## src/rtl/pipe_hazard_ctrl.sv

```systemverilog
// Five-stage pipeline control: RAW-hazard stall, decode-branch flush, memory freeze, HALT drain.
// Optional performance counters are enabled by defining PIPE_HAZARD_CTRL_PERF_EN.
//
// state   | meaning
// --------+-----------------------------------------------------------
// RUN     | normal issue; hazards, flushes and memory freezes apply
// DRAIN   | HALT issued; fetch/decode flushed until in-flight writers retire
// HALTED  | pipe drained; everything frozen until reset
module pipe_hazard_ctrl #(
    parameter int REG_W     = 3,
    parameter int HAZ_DEPTH = 3,
    parameter int WB_BYPASS = 1
) (
    input  logic             clk,
    input  logic             rst,
    input  logic [REG_W-1:0] dec_rs,
    input  logic             dec_rs_used,
    input  logic [REG_W-1:0] dec_rt,
    input  logic             dec_rt_used,
    input  logic             dec_wr_en,
    input  logic [REG_W-1:0] dec_wr_reg,
    input  logic             dec_halt,
    input  logic             br_taken,
    input  logic             mem_stall,
    output logic             pc_en,
    output logic             fd_en,
    output logic             fd_flush,
    output logic             de_en,
    output logic             de_bubble,
    output logic             em_en,
    output logic             mw_en,
    output logic             stall_haz,
    output logic             halted
`ifdef PIPE_HAZARD_CTRL_PERF_EN
    ,
    output logic [31:0]      perf_haz_cnt,
    output logic [31:0]      perf_flush_cnt,
    output logic [31:0]      perf_mem_cnt
`endif
);

    // With write-through register file the writeback entry never blocks decode.
    localparam int HAZ_CMP = HAZ_DEPTH - WB_BYPASS;

    typedef enum logic [1:0] {
        ST_RUN    = 2'd0,
        ST_DRAIN  = 2'd1,
        ST_HALTED = 2'd2
    } state_t;

    state_t                              state;
    state_t                              state_nxt;
    logic                                fd_valid;
    logic                                fd_valid_nxt;
    logic [HAZ_DEPTH-1:0]                sb_v;
    logic [HAZ_DEPTH-1:0][REG_W-1:0]     sb_reg;
    logic                                hit;
    logic                                frozen;
    logic                                halt_issue;
    logic                                sb_new_v;

    always_comb begin
        hit = 1'b0;
        for (int i = 0; i < HAZ_CMP; i++) begin
            if (sb_v[i] && ((dec_rs_used && (dec_rs == sb_reg[i])) ||
                            (dec_rt_used && (dec_rt == sb_reg[i])))) begin
                hit = 1'b1;
            end
        end
        hit = hit & fd_valid;
    end

    always_ff @(posedge clk or posedge rst) begin
        if (rst) begin
            state <= ST_RUN;
        end else begin
            state <= state_nxt;
        end
    end

    always_comb begin
        state_nxt    = state;
        pc_en        = 1'b0;
        fd_en        = 1'b0;
        fd_flush     = 1'b0;
        de_en        = 1'b0;
        de_bubble    = 1'b0;
        em_en        = 1'b0;
        mw_en        = 1'b0;
        halted       = (state == ST_HALTED);
        stall_haz    = hit & ~mem_stall & (state == ST_RUN);
        frozen       = mem_stall | (state == ST_HALTED);
        halt_issue   = (state == ST_RUN) & fd_valid & dec_halt & ~stall_haz & ~mem_stall;
        fd_valid_nxt = fd_valid;

        if (state == ST_HALTED) begin
            // everything held
        end else if (mem_stall) begin
            // whole pipe frozen
        end else if (stall_haz) begin
            de_en     = 1'b1;
            de_bubble = 1'b1;
            em_en     = 1'b1;
            mw_en     = 1'b1;
        end else if (state == ST_DRAIN) begin
            fd_en     = 1'b1;
            fd_flush  = 1'b1;
            de_en     = 1'b1;
            de_bubble = 1'b1;
            em_en     = 1'b1;
            mw_en     = 1'b1;
        end else begin
            pc_en     = 1'b1;
            fd_en     = 1'b1;
            de_en     = 1'b1;
            em_en     = 1'b1;
            mw_en     = 1'b1;
            fd_flush  = fd_valid & br_taken;
            de_bubble = ~fd_valid;
        end

        sb_new_v = fd_valid & dec_wr_en & ~de_bubble;

        if (fd_en) begin
            fd_valid_nxt = ~fd_flush & (state == ST_RUN) & ~halt_issue;
        end

        case (state)
            ST_RUN:    if (halt_issue) state_nxt = ST_DRAIN;
            ST_DRAIN:  if (~|sb_v && !mem_stall) state_nxt = ST_HALTED;
            ST_HALTED: state_nxt = ST_HALTED;
            default:   state_nxt = ST_RUN;
        endcase
    end

    always_ff @(posedge clk or posedge rst) begin
        if (rst) begin
            fd_valid <= 1'b0;
            sb_v     <= '0;
            sb_reg   <= '0;
        end else begin
            fd_valid <= fd_valid_nxt;
            if (!frozen) begin
                for (int i = HAZ_DEPTH - 1; i > 0; i--) begin
                    sb_v[i]   <= sb_v[i-1];
                    sb_reg[i] <= sb_reg[i-1];
                end
                sb_v[0]   <= sb_new_v;
                sb_reg[0] <= dec_wr_reg;
            end
        end
    end

`ifdef PIPE_HAZARD_CTRL_PERF_EN
    // Saturating event counters; they stop once the pipe has halted.
    always_ff @(posedge clk or posedge rst) begin
        if (rst) begin
            perf_haz_cnt   <= '0;
            perf_flush_cnt <= '0;
            perf_mem_cnt   <= '0;
        end else if (state != ST_HALTED) begin
            if (stall_haz && (perf_haz_cnt != 32'hFFFF_FFFF)) begin
                perf_haz_cnt <= perf_haz_cnt + 32'd1;
            end
            if (fd_flush && (perf_flush_cnt != 32'hFFFF_FFFF)) begin
                perf_flush_cnt <= perf_flush_cnt + 32'd1;
            end
            if (mem_stall && (perf_mem_cnt != 32'hFFFF_FFFF)) begin
                perf_mem_cnt <= perf_mem_cnt + 32'd1;
            end
        end
    end
`endif

endmodule

```

## config.mk

```make
export PLATFORM = sky130hd
export DESIGN_NAME = pipe_hazard_ctrl
export DESIGN_NICKNAME = d
export VERILOG_FILES = /design/src/rtl/pipe_hazard_ctrl.sv
export SDC_FILE = /design/constraint.sdc
export NUM_CORES = 1
export LEC_CHECK = 0
export ABC_AREA = 1
export BUFFER_PORTS_ARGS = -buffer_cell sky130_fd_sc_hd__buf_2
export CAP_MARGIN = 20
export CORE_MARGIN = 2
export CORE_UTILIZATION = 45
export DETAILED_ROUTE_END_ITERATION = 8
export PLACE_DENSITY = 0.73
export SYNTH_ARGS = -nofsm -noshare
export SYNTH_HDL_FRONTEND = slang
export SYNTH_SLANG_ARGS = --single-unit
```

## constraint.sdc

```tcl
create_clock -name clk -period 1.4 [get_ports clk]
set_input_delay 0.14 -clock clk [delete_from_list [all_inputs] [get_ports clk]]
set_output_delay 0.14 -clock clk [all_outputs]
set_load 0.005 [all_outputs]
```

======== Word-level counts from Yosys, hierarchy flattened ========
Index checks and enable logic that the tools add are counted.
cells by class
  equal/unequal tests ..................... 8
  muxes and demuxes ....................... 22
  bitwise gates (word level) .............. 19
  reductions and logical operators ........ 14
operators with widths
  kind                count
  $mux 1              19
  $and 1x1->1         12
  $eq 3x3->1          4
  $logic_and 1x1->1   7
  $not 1->1           6
  $pmux 2 s3          1
  $mux 2              2
  $reduce_or 3->1     1
  $eq 2x1->1 const B  1
  $eq 2x2->1 const B  1
  $logic_not 1->1     2
  $logic_not 2->1     1
  $logic_or 1x1->1    2
  $ne 2x1->1 const B  1
  $ne 2x2->1 const B  1
  $reduce_and 2->1    1
  $or 1x1->1          1
word-level totals
  flip-flop bits (word level) ............. 12
  bits of input ports ..................... 17
  output and inout bits ................... 9
  word-level logic and storage cells ...... 68

======== Longest topological paths before layout ========
Gate-level depths: netlist (run 1).
  word-level depth ........................ 15
  mapped depth ............................ 13
  depth with buffers taken out ............ 13

======== Worst setup path before layout (run 1) ========
OpenSTA, ideal clock, no wires.
  path kind ............................... reg-to-output
  start point ............................. register state[0]
  end point ............................... output port em_en
  arrival time ............................ 1.309 ns
  data required time ...................... 1.260 ns
  slack ................................... -0.049 ns
  stages on the path, launching flop included .. 6
  buffers on the path ..................... 2
  path through ............................ dfrtp_1 -> inv_1 -> ha_1 -> nor2_8 -> clkbuf_1 -> buf_4
between the ends
  word-level cells in the longest chain between the ends .. 2
ends and longest elaborated chain
  what                    line  RTL
  from (decl)             51    state_t state;
  from (signal assigned)  77    state <= state_nxt;
  $eq 2x2->1              n/a
  net halted              33    output logic halted
  $mux 1                  96    if (state == ST_HALTED) begin
  to (decl)               30    output logic em_en,
The timed path passes the listed nets, and every way through them passes these cells.

======== Worst setup path in the final report (run 1) ========
  start point ............................. register state[0]
  end point ............................... output port de_bubble
between the ends
  word-level cells in the longest chain between the ends .. 5
  elaborated cells on any way between the ends .. 8
  those cells by class .................... eq/ne (2); mux (4); bitwise (1); reduce/logical (1)
ends and longest elaborated chain
  what                                           line     RTL
  $eq 2x1->1 or $logic_not 2->1 (tied branches)  105, 91
  $mux 1 or $and 1x1->1 (tied branches)          105, 91
  $mux 1                                         100      end else if (stall_haz) begin
  $mux 1                                         98       end else if (mem_stall) begin
  $mux 1 (*)                                     96
  to (decl)                                      29       output logic de_bubble,
Mark *: on every way between the ends. The rest lies on a longest branch, timed or not.

==> results of run 1 <==
[area by class of cell]
class                      count  area [µm²]
sequential                    12         300
clock buffer                   4        36.3
multi-input combinational    100         538
fill                         149         498
timing repair buffer          48         304
inverter                      20        75.1
tap                           25        31.3
[what timing repair did]
action | in CTS | in global routing
hold endpoints to repair | 12 | 0
resized for setup | 6 | 12
pin swaps | 4 | 4
buffers inserted | 8 | 6
endpoints found under the setup margin | 9 | 12
hold buffers | 1 | 0
[synthesized netlist by cell type (all sizes together)]
| cell type | instances | area share |
|---|---|---|
| nand2 | 62 | 0.29 |
| inv | 20 | 0.086 |
| nor2 | 15 | 0.083 |
| dfrtp | 12 | 0.34 |
| o21ai | 7 | 0.040 |
| nand3 | 5 | 0.029 |
| a21oi | 3 | 0.017 |
| ha | 3 | 0.043 |
| buf | 2 | 0.017 |
| nor3b | 2 | 0.017 |
| a31oi | 1 | 0.0072 |
| clkbuf | 1 | 0.0043 |
| mux2i | 1 | 0.011 |
| o41ai | 1 | 0.010 |
[through the flow]
stage                     hold WS (ns)  cells  utilization  setup WS (ns)  TNS, ns
after floorplan                0.00470    135            -         0.0252        0
after detailed placement         0.172    190        0.600        -0.0734   -0.183
after global routing            0.0810    209        0.721         -0.460    -4.24
final                           0.0666    209        0.721         -0.350    -3.05
after global placement           0.161    190        0.600        -0.0256  -0.0256
after CTS                       0.0680    203        0.672         -0.339    -2.20
[routing by layer]
metal | wire (µm) | global-route usage
met1 | 1030 | 0.255
met2 | 1260 | 0.381
met3 | 86 | 0.0566
met4 | 31 | 0.0324
met5 | 0 | 0
[critical path: cells and delay by family (launching register included)]
kind	cells	cell delay [ns]
AO/OA/AOI/OAI	1	0.14
adder cells (fa/ha/maj)	1	0.19
buffers and inverters	2	0.21
flip-flops	1	0.38
AND/OR/NAND/NOR	2	0.40
[worst max-delay path by stage]
| stage | slack, ns | from | end |
|---|---|---|---|
| after floorplan | 0.03 | state[0]$_DFFE_PP0P_ | fd_valid$_DFFE_PP0P_ |
| after global placement | -0.03 | state[1]$_DFFE_PP0P_ | de_bubble |
| after detailed placement | -0.07 | state[1]$_DFFE_PP0P_ | de_bubble |
| after CTS | -0.34 | sb_reg[1]$_DFFE_PP0P_ | de_bubble |
| after global routing | -0.46 | sb_reg[5]$_DFFE_PP0P_ | fd_valid$_DFFE_PP0P_ |
| final | -0.35 | state[0]$_DFFE_PP0P_ | de_bubble |
[power breakdown]
group          switching [mW]  internal [mW]  leakage [nW]
clock                   0.124          0.158        0.0210
combinational           0.751          0.680         0.590
sequential              0.135          0.506         0.150
total                    1.01           1.34         0.761
[cells by family after synthesis]
| family | count (synthesis) | share of synthesized area |
|---|---|---|
| adder cells (fa/ha/maj) | 3 | 0.0430 |
| AO/OA/AOI/OAI | 12 | 0.0746 |
| buffers and inverters | 23 | 0.108 |
| AND/OR/NAND/NOR | 84 | 0.419 |
| multiplexers | 1 | 0.0115 |
| flip-flops | 12 | 0.344 |
==> results by group, run 1 <==
Run status
  • Status: finished with violations
  • Violated checks: negative setup slack

Setup path
  • Reg2reg end: state[0]$_DFFE_PP0P_
  • CP max FO: 4
  • CP Cell Sequence: inv_1 -> ha_2 -> nor3b_4 -> nand2_4 -> a31oi_1 -> buf_2
  • CP Data Required Time: approximately 1.3 ns
  • WS Path Type: reg -> out
  • Worst R2R Start: sb_reg[3]$_DFFE_PP0P_
  • R2r setup slk: -0.32 ns
  • Reg2Reg Depth: 14
  • Endpoint class of the critical path: output pin
  • Crit path DAT: ~1.6 ns
  • Worst setup SP type: register
  • Slowest stage delay, CP: between 0.3 and 0.4 ns
  • Crit path max-delay cell type: dfrtp_1

Route
  • Pre-Repair DR Iteration Count: 4
  • Vias per cell: between 4 and 5
  • DRC viols: 0
  • Wire per inst: 11.5 µm
  • First-iteration detailed-routing DRC count: 13
  • Routed WL: 2400 µm
  • Final ANT Viol Nets: 0
  • Via count: approximately 990

Hold path
  • Hold Path Sink: sb_reg[2]$_DFFE_PP0P_
  • Hold crit path type: in -> reg
  • Min-Delay Startpoint: dec_wr_reg[2]
  • Hold path cells: 3

Clock tree
  • Clk buf depth: 2
  • Htree depth: 1
  • Worst-path clk slew: ~0.080 ns
  • TritonCTS clock tree: done
  • Total CTS buffers: 3
  • CTS Root Cell: clkbuf_4
  • Clock latency at the later pin of the worst-skew pair: around 0.28 ns
  • Clock sinks: 12

Global route
  • Initial antenna violation count: 0
  • Vias in the first global route: 859
  • Gr usage total: 0.212
  • Global-route wire length before repair: 3410 µm
  • Overflow after GRT: 0
  • Largest net degree at the start of global routing: 13

Final layout
  • Max reg flops: 6
  • P&R area growth vs syn: 47.3%
  • Most common cell after layout, fill and taps aside: nand2_1
  • N_diodes: 0
  • Number of nets in the layout: between 200 and 250
  • Finished Cell Area: 1280 µm²
  • Most frequent cells in the layout: nand2_1, buf_2, buf_4
  • Layout cells sized above 1: 0.402

STA
  • Setup WS post-layout: -0.350 ns
  • Slew Viols, Final: 0
  • Crit share post-route: 1.25
  • Worst-margin pin slew: ~0.47 ns
  • Tmin final: about 1.7 ns
  • Endpoints failing setup: 12
  • Clock Skew: 0.00135 ns
  • Final hold vios: 0
  • Max Freq: 571 MHz
  • RSZ-0062 raised after global routing: yes
  • Max_slew headroom: 0.684

Die
  • Standard-cell row count: 15
  • Core ar.: approximately 1800 µm²
  • Die Height: between 40 and 50 µm
  • Initial core utilization: 0.489
  • Die ar.: ~2300 µm²
  • I/O pin total: 26
  • Die X: 48.0 µm

Yosys
  • Synth Instances: about 140
  • Synth unique cells: 18
  • Syn. warnings: 0
  • Sequential fraction of the synthesis area: 0.344
  • Post-Syn Nets: about 160
  • Avg Inst Size Synth: 6.46 µm²
  • FF+latch count, synth: 12
  • Mapped cell area: about 870 µm²

Pwr
  • Pwr Total: about 2.4 mW
  • Pwr/cell area: around 1800 nW/µm²
  • VDD IR-drop max: around 1000 µV
  • P_leak: approximately 0.76 nW

Placement
  • Placed cell areas: between 1000 and 1500 µm²
  • I/O Buffers: 25
  • HPWL Detailed: 1580 µm
  • Routability cong.: about 0.76

Run
  • Max cap viols: 0
Power figures use the tool's default switching activity.
==> inputs of run 2 (changes only) <==
- ABC_AREA: 1 -> default
- SLEW_MARGIN: default -> 25
==> run 2 against run 1 <==
  * The flow still finishes with violations (negative setup slack)
  * Final cell count shrank 26%
  * Critical path depth grew 2
  * Sequential power grew 9.2%
  * Area after synthesis shrank 3.0%
  * Combinational power grew 31%
  * Non-clock buffer count grew 2
  * Sequential share of layout area shrank 1.4 points
  * Final area grew 6.5%
  * Register-to-register slack is essentially flat
  * Global-route usage shrank 0.056 points
  * Maximum frequency shrank 8.8%
  * Highest routed layer unchanged
==> results by group, run 2 <==
Run status
  • Status: finished with violations
  • Violated checks: negative setup slack

Die
  • Core ar.: 1750 µm² (-2.1%)
  • I/O pin total: 26 (unchanged)
  • Die X: 47.4 µm (-1.4%)
  • Initial core utilization: 0.485 (-0.00453)
  • Standard-cell row count: 15 (unchanged)
  • Die ar.: 2240 µm² (-2.8%)
  • Die Height: 47.4 µm (-1.4%)

Yosys
  • Mapped cell area: 846 µm² (-3.0%)
  • Cell taking the most area after synthesis: dfrtp_1
  • Syn. warnings: 0 (unchanged)
  • Avg Inst Size Synth: 10.8 µm² (+68%)
  • Sequential fraction of the synthesis area: 0.355 (+0.0107)
  • Top cells by count, synth: dfrtp_1, xnor2_1, mux2_2, inv_1, nor2b_1
  • Top cell type's share of synthesized area: 0.355 (+0.0107)
  • Synth unique cells: 29 (+11)
  • Ys flop type: dfrtp_1
  • Ys async rst share: 1.00 (unchanged)
  • Dominant cells by area after synthesis: dfrtp_1, xnor2_1, mux2_2, ha_1, nand4_2
  • FF+latch count, synth: 12 (unchanged)
  • Post-synth EDFFs: 0 (unchanged)
  • Post-Syn Nets: 98 (-37%)
  • Synth Instances: 78 (-42%)

Global route
  • Initial antenna violation count: 0 (unchanged)
  • Overflow after GRT: 0 (unchanged)
  • Gr usage total: 0.211 (-0.000558)
  • Global-route wire length before repair: 3120 µm (-8.5%)
  • Peak-usage layer in the global routing report: met2
  • GRT met1 Usage: 0.233 (-0.0222)
  • GRT met2 Usage: 0.386 (+0.00515)
  • Largest net degree at the start of global routing: 13 (unchanged)
  • GR Util met3: 0.0808 (+0.0242)
  • Vias in the first global route: 727 (-15%)

Clock tree
  • Clk buf depth: 2 (unchanged)
  • Worst-path clk slew: 0.08 ns (about the same)
  • Htree depth: 1 (unchanged)
  • TritonCTS clock tree: done
  • Total CTS buffers: 3 (unchanged)
  • Clock sinks: 12 (unchanged)
  • Clock latency at the later pin of the worst-skew pair: 0.28 ns (about the same)
  • CTS Root Cell: clkbuf_4

Run
  • Max cap viols: 0 (unchanged)

Final layout
  • Number of nets in the layout: 150 (-27%)
  • Max reg flops: 6 (unchanged)
  • Layout cells sized above 1: 0.628 (+0.226)
  • Most common cell after layout, fill and taps aside: buf_2
  • Finished Cell Area: 1370 µm² (+6.5%)
  • N_diodes: 0 (unchanged)
  • P&R area growth vs syn: 61.8%
  • Most frequent cells in the layout: buf_2, buf_4, dfrtp_1

Pwr
  • Pwr/cell area: 2080 nW/µm² (+14%)
  • P_leak: 0.653 nW (-14%)
  • VDD IR-drop max: 1190 µV (+16%)
  • Pwr Total: 2.85 mW (+21%)

Route
  • Final ANT Viol Nets: 0 (unchanged)
  • Vias per cell: 5.16 (+9.5%)
  • DRC viols: 0 (unchanged)
  • Via count: 795 (-19%)
  • Pre-Repair DR Iteration Count: 4 (unchanged)
  • Routed WL: 2360 µm (-1.9%)
  • First-iteration detailed-routing DRC count: 21 (+8)
  • Wire per inst: 15.3 µm (+33%)

Placement
  • Placed cell areas: 1150 µm² (+7.1%)
  • I/O Buffers: 25 (unchanged)
  • Routability cong.: 0.761 (+0.24%)
  • HPWL Detailed: 1460 µm (-7.7%)

STA
  • Final hold vios: 0 (unchanged)
  • Worst-margin pin slew: 0.481 ns (+0.00819 ns)
  • Endpoints failing setup: 21 (+9)
  • Max_slew headroom: 0.679 (-0.00547)
  • RSZ-0062 raised after global routing: yes
  • Crit share post-route: 1.37 (+0.120)
  • Tmin final: 1.92 ns (+0.168 ns)
  • Clock Skew: 0.00931 ns (+0.00797 ns)
  • Slew Viols, Final: 0 (unchanged)
  • Max Freq: 521 MHz (-8.8%)
  • Setup WS post-layout: -0.518 ns (-0.168 ns)

Setup path
  • Endpoint class of the critical path: output pin
  • Worst setup SP type: register
  • CP max FO: 4 (unchanged)
  • Crit path DAT: 1.78 ns (+0.17 ns)
  • CP Data Required Time: 1.26 ns (about the same)
  • Reg2Reg Depth: 8 (-6)
  • WS Path Type: reg -> out

Hold path
  • Hold crit path type: in -> reg
  • Hold path cells: 2 (-1)
run 2: cell count changes in the layout (fill, tap and decap cells not counted), moves of 4 or more:
cell | previous run | this run
buf_2 | 25 | 21
buf_6 | 1 | 7
o21ai_0 | 7 | 1
mux2_2 | 0 | 4
inv_1 | 15 | 3
mux2_4 | 0 | 5
nand2_1 | 53 | 1
xnor2_1 | 0 | 11
nor2_1 | 10 | 1
nand2_2 | 6 | 1
run 2: logic make-up (layout without fill, tap and decap cells):
group                    Yosys count  in the layout  share of synthesized area
AO/OA/AOI/OAI                     13             13                      0.120
XOR/XNOR                          12             12                      0.124
adder cells (fa/ha/maj)            3              3                     0.0444
buffers and inverters              8             59                     0.0458
flip-flops                        12             12                      0.355
multiplexers                      10             10                      0.136
AND/OR/NAND/NOR                   20             20                      0.175
run 2: cell type report:
cell class              count  area (µm²)
repair buffers             50         397
multi-input cells          58         586
fillers                   116         377
well taps                  25        31.3
inverters                   5        18.8
clock buffers               4        36.3
flip-flops and latches     12         300
run 2: timing repair:
action	4_1_cts	5_1_grt
hold buffers	1	0
setup endpoints to repair	21	21
gates resized for setup	15	5
pin swaps	8	5
endpoints found under the hold margin	12	0
gates cloned	1	0
setup buffers	4	2
run 2: layer usage:
layer | up-vias | part of all wire | wire (µm)
met5 | - | 0 | 0
met3 | 5 | 0.040 | 94
li1 | 382 | - | -
met1 | 386 | 0.40 | 948
met2 | 22 | 0.54 | 1280
met4 | 0 | 0.016 | 37
run 2: worst max-delay path, stage by stage (launching register included):
cell	delay (ns)
dfrtp_1	0.37
inv_2	0.06
ha_4	0.15
and3b_1	0.18
nand2_2	0.06
a21oi_2	0.05
nor4_4	0.28
nor2b_2	0.22
buf_2	0.13
run 2: final timing paths:
check                                     start                     to  slack (ns)
hold reg to reg             sb_v[2]$_DFFE_PP0P_    sb_v[2]$_DFFE_PP0P_        0.56
max in group asynchronous                   rst    sb_v[2]$_DFFE_PP0P_        0.65
min in group asynchronous                   rst    sb_v[1]$_DFFE_PP0P_        0.41
hold / removal                    dec_wr_reg[0]  sb_reg[0]$_DFFE_PP0P_        0.09
setup / recovery           state[0]$_DFFE_PP0P_               fd_flush       -0.52
setup reg to reg           state[0]$_DFFE_PP0P_   fd_valid$_DFFE_PP0P_       -0.31
run 2: where the power goes:
part           total [mW]  switching (mW)  internal (mW)
Combinational        1.87           0.728           1.14
Sequential          0.700           0.184          0.516
Clock               0.279           0.121          0.158
Total                2.85            1.03           1.82
run 2: through the flow:
step                instances  hold WS, ns  setup TNS, ns   util  setup WS [ns]
detailed placement        142        0.177          -2.66  0.657         -0.275
global route              154       0.0794          -7.14  0.784         -0.638
floorplan                  78      0.00470         -0.926      -         -0.270
CTS                       152       0.0830          -5.05  0.763         -0.461
finish                    154       0.0895          -5.80  0.784         -0.518
global placement          142        0.168          -2.00  0.657         -0.202
